## config.mk

```make
export PLATFORM = sky130hd
export DESIGN_NAME = music_track_selector
export DESIGN_NICKNAME = d
export VERILOG_FILES = /design/src/rtl/music_pkg.sv /design/src/rtl/button_edge_detect.sv /design/src/rtl/music_track_selector.sv
export SDC_FILE = /design/constraint.sdc
export NUM_CORES = 1
export LEC_CHECK = 0
export ABC_AREA = 1
export BUFFER_PORTS_ARGS = -buffer_cell sky130_fd_sc_hd__buf_2
export CORE_MARGIN = 3
export CORE_UTILIZATION = 40
export DETAILED_ROUTE_END_ITERATION = 8
export MAX_ROUTING_LAYER = met4
export PLACE_DENSITY = 0.7
export RECOVER_POWER = 50
export SETUP_SLACK_MARGIN = 0.5
export SLEW_MARGIN = 20
export SYNTH_ARGS = -nofsm -noshare
export SYNTH_HDL_FRONTEND = slang
export SYNTH_SLANG_ARGS = --single-unit
export TNS_END_PERCENT = 10
```

## constraint.sdc

```tcl
create_clock -name clk -period 2.3 [get_ports clk]
set_clock_uncertainty 0.15 [all_clocks]
set_input_delay 0.23 -clock clk [delete_from_list [all_inputs] [get_ports clk]]
set_output_delay 0.23 -clock clk [all_outputs]
set_load 0.02 [all_outputs]
```

## src/rtl/music_pkg.sv

```systemverilog
// Shared constants for the music track selector: play modes, FSM states, LFSR taps.
package music_pkg;

  localparam logic [1:0] MODE_REPEAT_ALL  = 2'b00;
  localparam logic [1:0] MODE_REPEAT_ONE  = 2'b01;
  localparam logic [1:0] MODE_STOP_AT_END = 2'b10;
  localparam logic [1:0] MODE_SHUFFLE     = 2'b11;

  typedef enum logic [1:0] {
    ST_LOAD    = 2'd0,
    ST_PLAY    = 2'd1,
    ST_STOPPED = 2'd2
  } state_e;

  // x^8 + x^6 + x^5 + x^4 + 1, as a mask over lfsr bits 7,5,4,3
  localparam logic [7:0] LFSR_TAPS = 8'hB8;

endpackage

```

## src/rtl/button_edge_detect.sv

```systemverilog
// Rising-edge detector: one-cycle pulse when a synchronous level goes high.
module button_edge_detect (
  input  logic clk,
  input  logic reset,
  input  logic in,
  output logic pulse
);

  logic in_q;

  // Remember last cycle's level so a held input yields a single event
  always_ff @(posedge clk or posedge reset) begin
    if (reset) begin
      in_q <= 1'b0;
    end else begin
      in_q <= in;
    end
  end

  assign pulse = in & ~in_q;

endmodule

```

## src/rtl/music_track_selector.sv

```systemverilog
// Track index FSM with repeat/stop/shuffle play modes and a start pulse to the player.
module music_track_selector
  import music_pkg::*;
#(
  parameter int unsigned NUM_TRACKS = 4,
  parameter int unsigned SEL_W      = 2,
  parameter logic [7:0]  LFSR_SEED  = 8'hA5
) (
  input  logic             clk,
  input  logic             reset,
  input  logic             prox,
  input  logic             prev,
  input  logic             force_prox,
  input  logic [1:0]       mode,
  output logic [SEL_W-1:0] select,
  output logic             start,
  output logic             playing
);

  localparam int unsigned     XW   = SEL_W + 1;
  localparam logic [XW-1:0]   LAST = XW'(NUM_TRACKS - 1);
  localparam logic [XW-1:0]   ONE  = XW'(1);

  logic ev_prox, ev_prev, ev_force;

  button_edge_detect u_prox_edge (
    .clk   (clk),
    .reset (reset),
    .in    (prox),
    .pulse (ev_prox)
  );

  button_edge_detect u_prev_edge (
    .clk   (clk),
    .reset (reset),
    .in    (prev),
    .pulse (ev_prev)
  );

  button_edge_detect u_force_edge (
    .clk   (clk),
    .reset (reset),
    .in    (force_prox),
    .pulse (ev_force)
  );

  state_e        state_q;
  logic [7:0]    lfsr_q;
  logic [XW-1:0] sel_ext, sel_inc, sel_dec, pick_raw, sel_shuf, sel_d;
  logic          load_req, stop_req;

  // Free-running shuffle source, advances every clock
  always_ff @(posedge clk or posedge reset) begin
    if (reset) begin
      lfsr_q <= LFSR_SEED;
    end else begin
      lfsr_q <= {lfsr_q[6:0], ^(lfsr_q & LFSR_TAPS)};
    end
  end

  // Candidate indices, computed one bit wider than select so wrap compares are safe
  always_comb begin
    sel_ext  = {1'b0, select};
    sel_inc  = (sel_ext == LAST) ? '0 : sel_ext + ONE;
    sel_dec  = (sel_ext == '0) ? LAST : sel_ext - ONE;
    pick_raw = XW'(lfsr_q % 8'(NUM_TRACKS));
    // Bump a collision to the next track so shuffle never replays the current one
    if (pick_raw == sel_ext) begin
      sel_shuf = (pick_raw == LAST) ? '0 : pick_raw + ONE;
    end else begin
      sel_shuf = pick_raw;
    end
  end

  // Event arbitration: a lone button wins, opposing buttons cancel everything
  always_comb begin
    sel_d    = sel_ext;
    load_req = 1'b0;
    stop_req = 1'b0;
    if (ev_prox && ev_prev) begin
      sel_d = sel_ext;
    end else if (ev_prox) begin
      sel_d    = (mode == MODE_SHUFFLE) ? sel_shuf : sel_inc;
      load_req = 1'b1;
    end else if (ev_prev) begin
      sel_d    = sel_dec;
      load_req = 1'b1;
    end else if (ev_force && (state_q != ST_STOPPED)) begin
      case (mode)
        MODE_REPEAT_ALL: begin
          sel_d    = sel_inc;
          load_req = 1'b1;
        end
        MODE_REPEAT_ONE: begin
          load_req = 1'b1;
        end
        MODE_STOP_AT_END: begin
          if (sel_ext == LAST) begin
            stop_req = 1'b1;
          end else begin
            sel_d    = sel_inc;
            load_req = 1'b1;
          end
        end
        default: begin
          sel_d    = sel_shuf;
          load_req = 1'b1;
        end
      endcase
    end
  end

  // Main FSM with registered select/start/playing
  always_ff @(posedge clk or posedge reset) begin
    if (reset) begin
      state_q <= ST_LOAD;
      select  <= '0;
      start   <= 1'b0;
      playing <= 1'b1;
    end else begin
      select <= sel_d[SEL_W-1:0];
      if (load_req) begin
        state_q <= ST_LOAD;
        start   <= 1'b1;
        playing <= 1'b1;
      end else if (stop_req) begin
        state_q <= ST_STOPPED;
        start   <= 1'b0;
        playing <= 1'b0;
      end else begin
        case (state_q)
          ST_LOAD: begin
            // Coming out of reset LOAD has not pulsed yet; issue it before moving on
            if (!start) begin
              start <= 1'b1;
            end else begin
              start   <= 1'b0;
              state_q <= ST_PLAY;
            end
          end
          ST_PLAY: begin
            start <= 1'b0;
          end
          default: begin
            start   <= 1'b0;
            playing <= 1'b0;
          end
        endcase
      end
    end
  end

endmodule

```

# Word-level counts from Yosys, hierarchy flattened
# Cells that the tools add are included.
[word_totals]
register_bits = 17
latchBits = 0
ram_bits = 0
rom_bits = 0
input_bits = 7
out_inout_bits = 4
memories = 0
[op_classes]
add_sub_neg = 3
n_mul = 0
div = 0
order_cmp = 0
eq_ne = 11
n_shift = 0
muxes = 33
bitwise = 7
reduce_logical = 12
[op_table]
columns = ["operator", "count"]
rows = [
  ["$mux W2", 13],
  ["$mux W1", 19],
  ["$reduce_bool A3 Y1", 3],
  ["$eq A2 B2 Y1 const B", 4],
  ["$reduce_xor A8 Y1", 1],
  ["$logic_not A2 Y1", 3],
  ["$pmux W2 S3", 1],
  ["$add A2 B1 Y2 const B", 2],
  ["$eq A2 B1 Y1 const B", 2],
  ["$ne A4 B4 Y1 const B", 1],
  ["$not A1 Y1", 4],
  ["$reduce_and A4 Y1", 1],
  ["$and A1 B1 Y1", 3],
  ["$ne A3 B1 Y1 const B", 1],
  ["$ne A3 B3 Y1 const B", 1],
  ["$eq A2 B2 Y1", 1],
  ["$logic_and A1 B1 Y1", 2],
  ["$ne A2 B2 Y1 const B", 1],
  ["$reduce_and A2 Y1", 1],
  ["$reduce_or A2 Y1", 1],
  ["$sub A2 B1 Y2 const B", 1],
]

# Longest topological paths before layout
[depth]
ltp_word = 9
depth_mapped = 11

# Cells and area by module
# Synthesis repeated with hierarchy kept, for this count alone.
[unflattened]
cells_unflattened = 109
hier_area_um2 = 907.1
[modules_own_cells]
columns = ["mod", "n_inst", "cells_per_inst", "area_each_um2", "seq_area_each_um2"]
rows = [
  ["music_track_selector", 1, 97, 790.8, 356.6],
  ["button_edge_detect", 3, 4, 38.8, 25.0],
]

# Worst setup path after synthesis
# Ideal clock, no wire load.
[synth_timing]
path_type = "reg-to-reg"
from = "register select[0]"
to = "register select[1]"
arrival_time_ps = 1355
required_ps = 2073
slack_ps = 717
stages_incl_launch_ff = 10
path_buffers = 1
path_cell_list = "dfrtp_1 > buf_6 > inv_4 > ha_1 > inv_1 > o21ai_0 > inv_1 > nand2_1 > nand2_1 > a21oi_1"
[synth_between]
elab_chain_len = 7
word_cells_on_any_way = 16
classes_between = "2 x add/sub; 3 x eq/ne; 9 x mux; 2 x reduce/logical"
[synth_rtl]
columns = ["item", "line_no", "source"]
rows = [
  ["start, declared", "music_track_selector.sv:15", "output logic [SEL_W-1:0] select,"],
  ["start signal, assigned", "music_track_selector.sv:121", "select <= sel_d[SEL_W-1:0];"],
  ["$add A2 B1 Y2 or $eq A2 B2 Y1 (tied branches)", "music_track_selector.sv:64, music_track_selector.sv:98", ""],
  ["$mux W2", "music_track_selector.sv:64", "sel_inc = (sel_ext == LAST) ? '0 : sel_ext + ONE;"],
  ["$mux W2", "music_track_selector.sv:98", "if (sel_ext == LAST) begin"],
  ["$pmux W2 S3", "music_track_selector.sv:89", "case (mode)"],
  ["$mux W2", "music_track_selector.sv:88", "end else if (ev_force && (state_q != ST_STOPPED)) begin"],
  ["$mux W2", "music_track_selector.sv:85", "end else if (ev_prev) begin"],
  ["$mux W2", "music_track_selector.sv:82", "end else if (ev_prox) begin"],
]
# Parallel ways exist; a longest one is shown, timed or not. The select of a mux whose other input is x is not followed.
# A chain may end at the register's enable or synchronous reset.

# Final worst setup path
[layout_timing]
from = "input prox"
to = "register select[1]"
[layout_between]
elab_chain_len = 4
word_cells_on_any_way = 8
classes_between = "2 x eq/ne; 1 x mux; 2 x bitwise; 3 x reduce/logical"
[layout_rtl]
columns = ["item", "line_no", "source"]
rows = [
  ["start, declared", "music_track_selector.sv:11", "input logic prox,"],
  ["$and A1 B1 Y1 (*)", "button_edge_detect.sv:20", "assign pulse = in & ~in_q;"],
  ["branches (longest 3 deep; another with $ne A4 B4 Y1)", "-", ""],
]
# Every way passes the cells marked *.

==> summary by stage <==
Status
The flow ran to the end, and the final reports show no timing, DRC or antenna violations.

STA
The maximum clock frequency is 609 MHz. The count of endpoints failing hold in the final timing report came to 0. The final sum of negative setup slack is 0 ns.

In the finished design, the share of the clock period the worst path needs comes to 0.714. The remaining max-slew budget at the tightest pin is 0.587. The worst hold slack is 0.208 ns. The final max-slew violation count is 0.

Setup repair after global routing left no endpoint under its margin. The worst path in the final design needs a cycle of 1.64 ns, including I/O delays and setup. Setup violations remaining at the end of the flow were counted as 0.

For the pin with the worst max-slew slack, the measured transition is 0.619 ns.

Detailed routing
After the first detailed-routing iteration, the DRC count stood at 3. The count of vias placed by the detailed router is 701. After detailed routing, the number of remaining DRC violations is 0.

The total wire length after detailed routing is 1610 um. The count of nets left with antenna violations once routing finished came out at 0. After detailed routing, the average wire length per cell comes to 10.7 um. The count of TritonRoute iterations in the first routing pass is 4. The average vias per placed instance is 4.67.

Floorplanning
For this configuration, the core starts out at a cell density of 0.447. In this run the vertical extent of the chip is 54.0 um. The initialized floorplan defines 16 standard-cell rows. Pin placement for this block handled 11 I/O pins. The area enclosed by the die boundary is 2910 um2. The core area is 2060 um2. The die width is 54.0 um.

Critical path
The kind of critical path is in2reg. The number of cells on the worst reg-to-reg path is 8. Data on the critical path is required at its endpoint by 2.32 ns. STA classifies the critical path startpoint as a primary input. The worst setup path is captured at a register. For the worst setup path, the data arrival time is 1.66 ns.

The critical-path maximum fanout is 6.

Layout
In the layout the commonest cells are nand2_1 (21), inv_1 (14), dfrtp_1 (11), buf_2 (8), nand2_2 (7). At the end of the flow the core is filled with cells to 0.513. The most common cell after layout, fill and taps aside is nand2_1. The post-route standard cell area excluding fillers is 1060 um2. From synthesis to final layout, the design area changed by 14.9%. The fraction of final layout cells with drive strength greater than 1 is 0.285.

The repair_antennas step left the layout with diodes totalling 0. The final net count is 134.

Min path
The worst hold path was traced through 0 stages. The classification of the worst-slack hold path is reg2reg.

Pwr
The peak ir drop on the vdd network is 471 uV. The power density over cell area is 797 nW/um2. Of the total power, the clock network draws 0.175. The switching component of the power is 0.325 mW. Internal power comes to 0.519 mW. Of the total power, the share spent switching nets is 0.385.

Of the total power, registers draw 0.450. The standby leakage power is 0.532 nW. Of the total power, combinational logic draws 0.375.

Total power for the finished layout comes to 0.844 mW.

Logic synthesis
The fraction of the yosys area taken by sequential cells is 0.469. Sorting the synthesized cells by area gives the leading types as dfrtp_1 (33%), dfstp_2 (14%), nand2_1 (8.6%). Of the post-synthesis cell area, the part taken by muxes is 0. The simple-gate portion of the synthesized area is 0.261.

After synthesis the cells add up to 921 um2. The main combinational cell family by area after synthesis is simple AND/OR/NAND/NOR gates. The net count of the mapped netlist is 116.

A synthesized cell averages 8.69 um2. Of the total synthesized cell area, the portion taken by full adders, half adders and majority gates is 0.0408. The share of the synthesized area in compound gates (AO/OA/AOI/OAI) was 0.0992. Synthesis instantiated 23 different standard cells from the library. During synthesis, Yosys emitted a total of 0 warnings. In this run, synthesis produced a sequential element count of 17. The xor and xnor area share after synthesis is 0.0380. The share of synthesized area in the top cell type comes to 0.326. The leading area contributor after synthesis is dfrtp_1. After technology mapping, the gate count stands at 106.

Clocking
TritonCTS built the clock tree. CTS saw 17 sinks. In this run, CTS created clock tree buffers numbering 3. After clock tree synthesis, the clock-pin slew on the worst setup and hold paths is 0.09 ns.

The H-tree depth is 1. Clock tree synthesis selected as its root buffer the cell clkbuf_4. The deepest clock path buffer count is 2.

The clock latency at the later pin of the worst-skew pair is 0.28 ns.

Global routing
Entering global routing, the biggest net connects 18 pins. The number of antenna violations at the first check in global routing is 0. The first global-routing pass estimated 2980 um of wire. The via count of the first global-routing pass is 723. The total grt overflow is 0. The global routing usage summed across all routing layers is 0.146.

Placement
The weighted congestion at the end of routability-driven global placement is 0.819. After detailed placement, the total cell area comes to 993 um2. Buffers placed on the I/O ports in this run total 10. The half-perimeter wire length after placement is 1240 um.

Run
The number of max-capacitance violations reported is 0.
power groups by stage:
stage | clock network (mW) | registers (mW) | logic (mW)
after floorplan | 0 | 0.390 | 0.247
after global placement | 0 | 0.380 | 0.309
after detailed placement | 0 | 0.384 | 0.314
after CTS | 0.156 | 0.378 | 0.320
after global routing | 0.171 | 0.386 | 0.374
final | 0.148 | 0.380 | 0.316
per-layer routing:
metal | up-vias | wire length (um) | GRT usage | part of all wire
met3 | 0 | 40 | 0.0249 | 0.025
met2 | 7 | 825 | 0.252 | 0.51
met4 | 0 | 0 | 0.0498 | 0
met1 | 332 | 741 | 0.170 | 0.46
met5 | - | 0 | - | 0
li1 | 362 | - | - | -
layout make-up:
type	count	area [um2]
clock buffer	4	26.3
fill	204	1000
inverter	19	73.8
multi-input combinational	69	404
sequential	17	433
tap	27	33.8
timing repair buffer	14	87.6
state kept, by name, indices dropped and copies added (netlist names):
signal	count
start	1
u_prox_edge.in_q	1
state_q	2
lfsr_q	8
select	2
playing	1
u_prev_edge.in_q	1
u_force_edge.in_q	1
cell families (layout without fill, tap and decap cells):
group,count (synthesis),after routing
AOI/OAI and AO/OA,15,15
xor gates and xnor gates,4,4
and+or+nand+nor,47,47
DFF,17,17
buffers and inverters,20,37
adders and majority gates,3,3
final timing paths:
check	slack, ns	start	end
min	0.21	lfsr_q[6]	lfsr_q[7]
max in group asynchronous	1.15	reset	select[0]
max	0.66	prox	select[1]
min reg2reg	0.21	lfsr_q[6]	lfsr_q[7]
max reg2reg	0.71	select[1]	select[1]
min in group asynchronous	0.42	reset	start
cell usage after synthesis:
master and number:
a21boi_0 1, a21oi_1 4, buf_6 1, dfrtp_1 12, dfstp_2 5, ha_1 3, inv_1 14, inv_2 4
inv_4 1, nand2_1 21, nand2_2 7, nand3_1 6, nand3_2 3, nor2_1 6, nor2_2 1, nor2_4 2
o21ai_0 6, o21ai_1 2, o21ai_4 1, o31ai_1 1, or2_2 1, xnor2_1 3, xor2_1 1
critical path, stage by stage:
cell and delay [ns]:
dlygate4sd3_1 0.54, clkbuf_1 0.11, nand2_2 0.15, nand2_2 0.10, nor2_2 0.17, nor2_4 0.05
nand3_2 0.09, inv_2 0.05, nor2_1 0.10, a21oi_1 0.06
metrics by stage:
stage	cells	setup slack, ns
floorplan	106	0.717
global placement	142	0.694
detailed placement	142	0.617
CTS	150	0.602
global route	150	0.551
finish	150	0.658
what timing repair did:
| item | 4_1_cts | 5_1_grt |
|---|---|---|
| buffers inserted | 0 | 0 |
| hold buffers | 4 | 0 |
| gates resized for setup | 0 | 1 |
| endpoints found under the setup margin | 0 | 1 |
| hold endpoints to repair | 15 | 0 |
No activity file was read; power rests on OpenSTA's default activity.
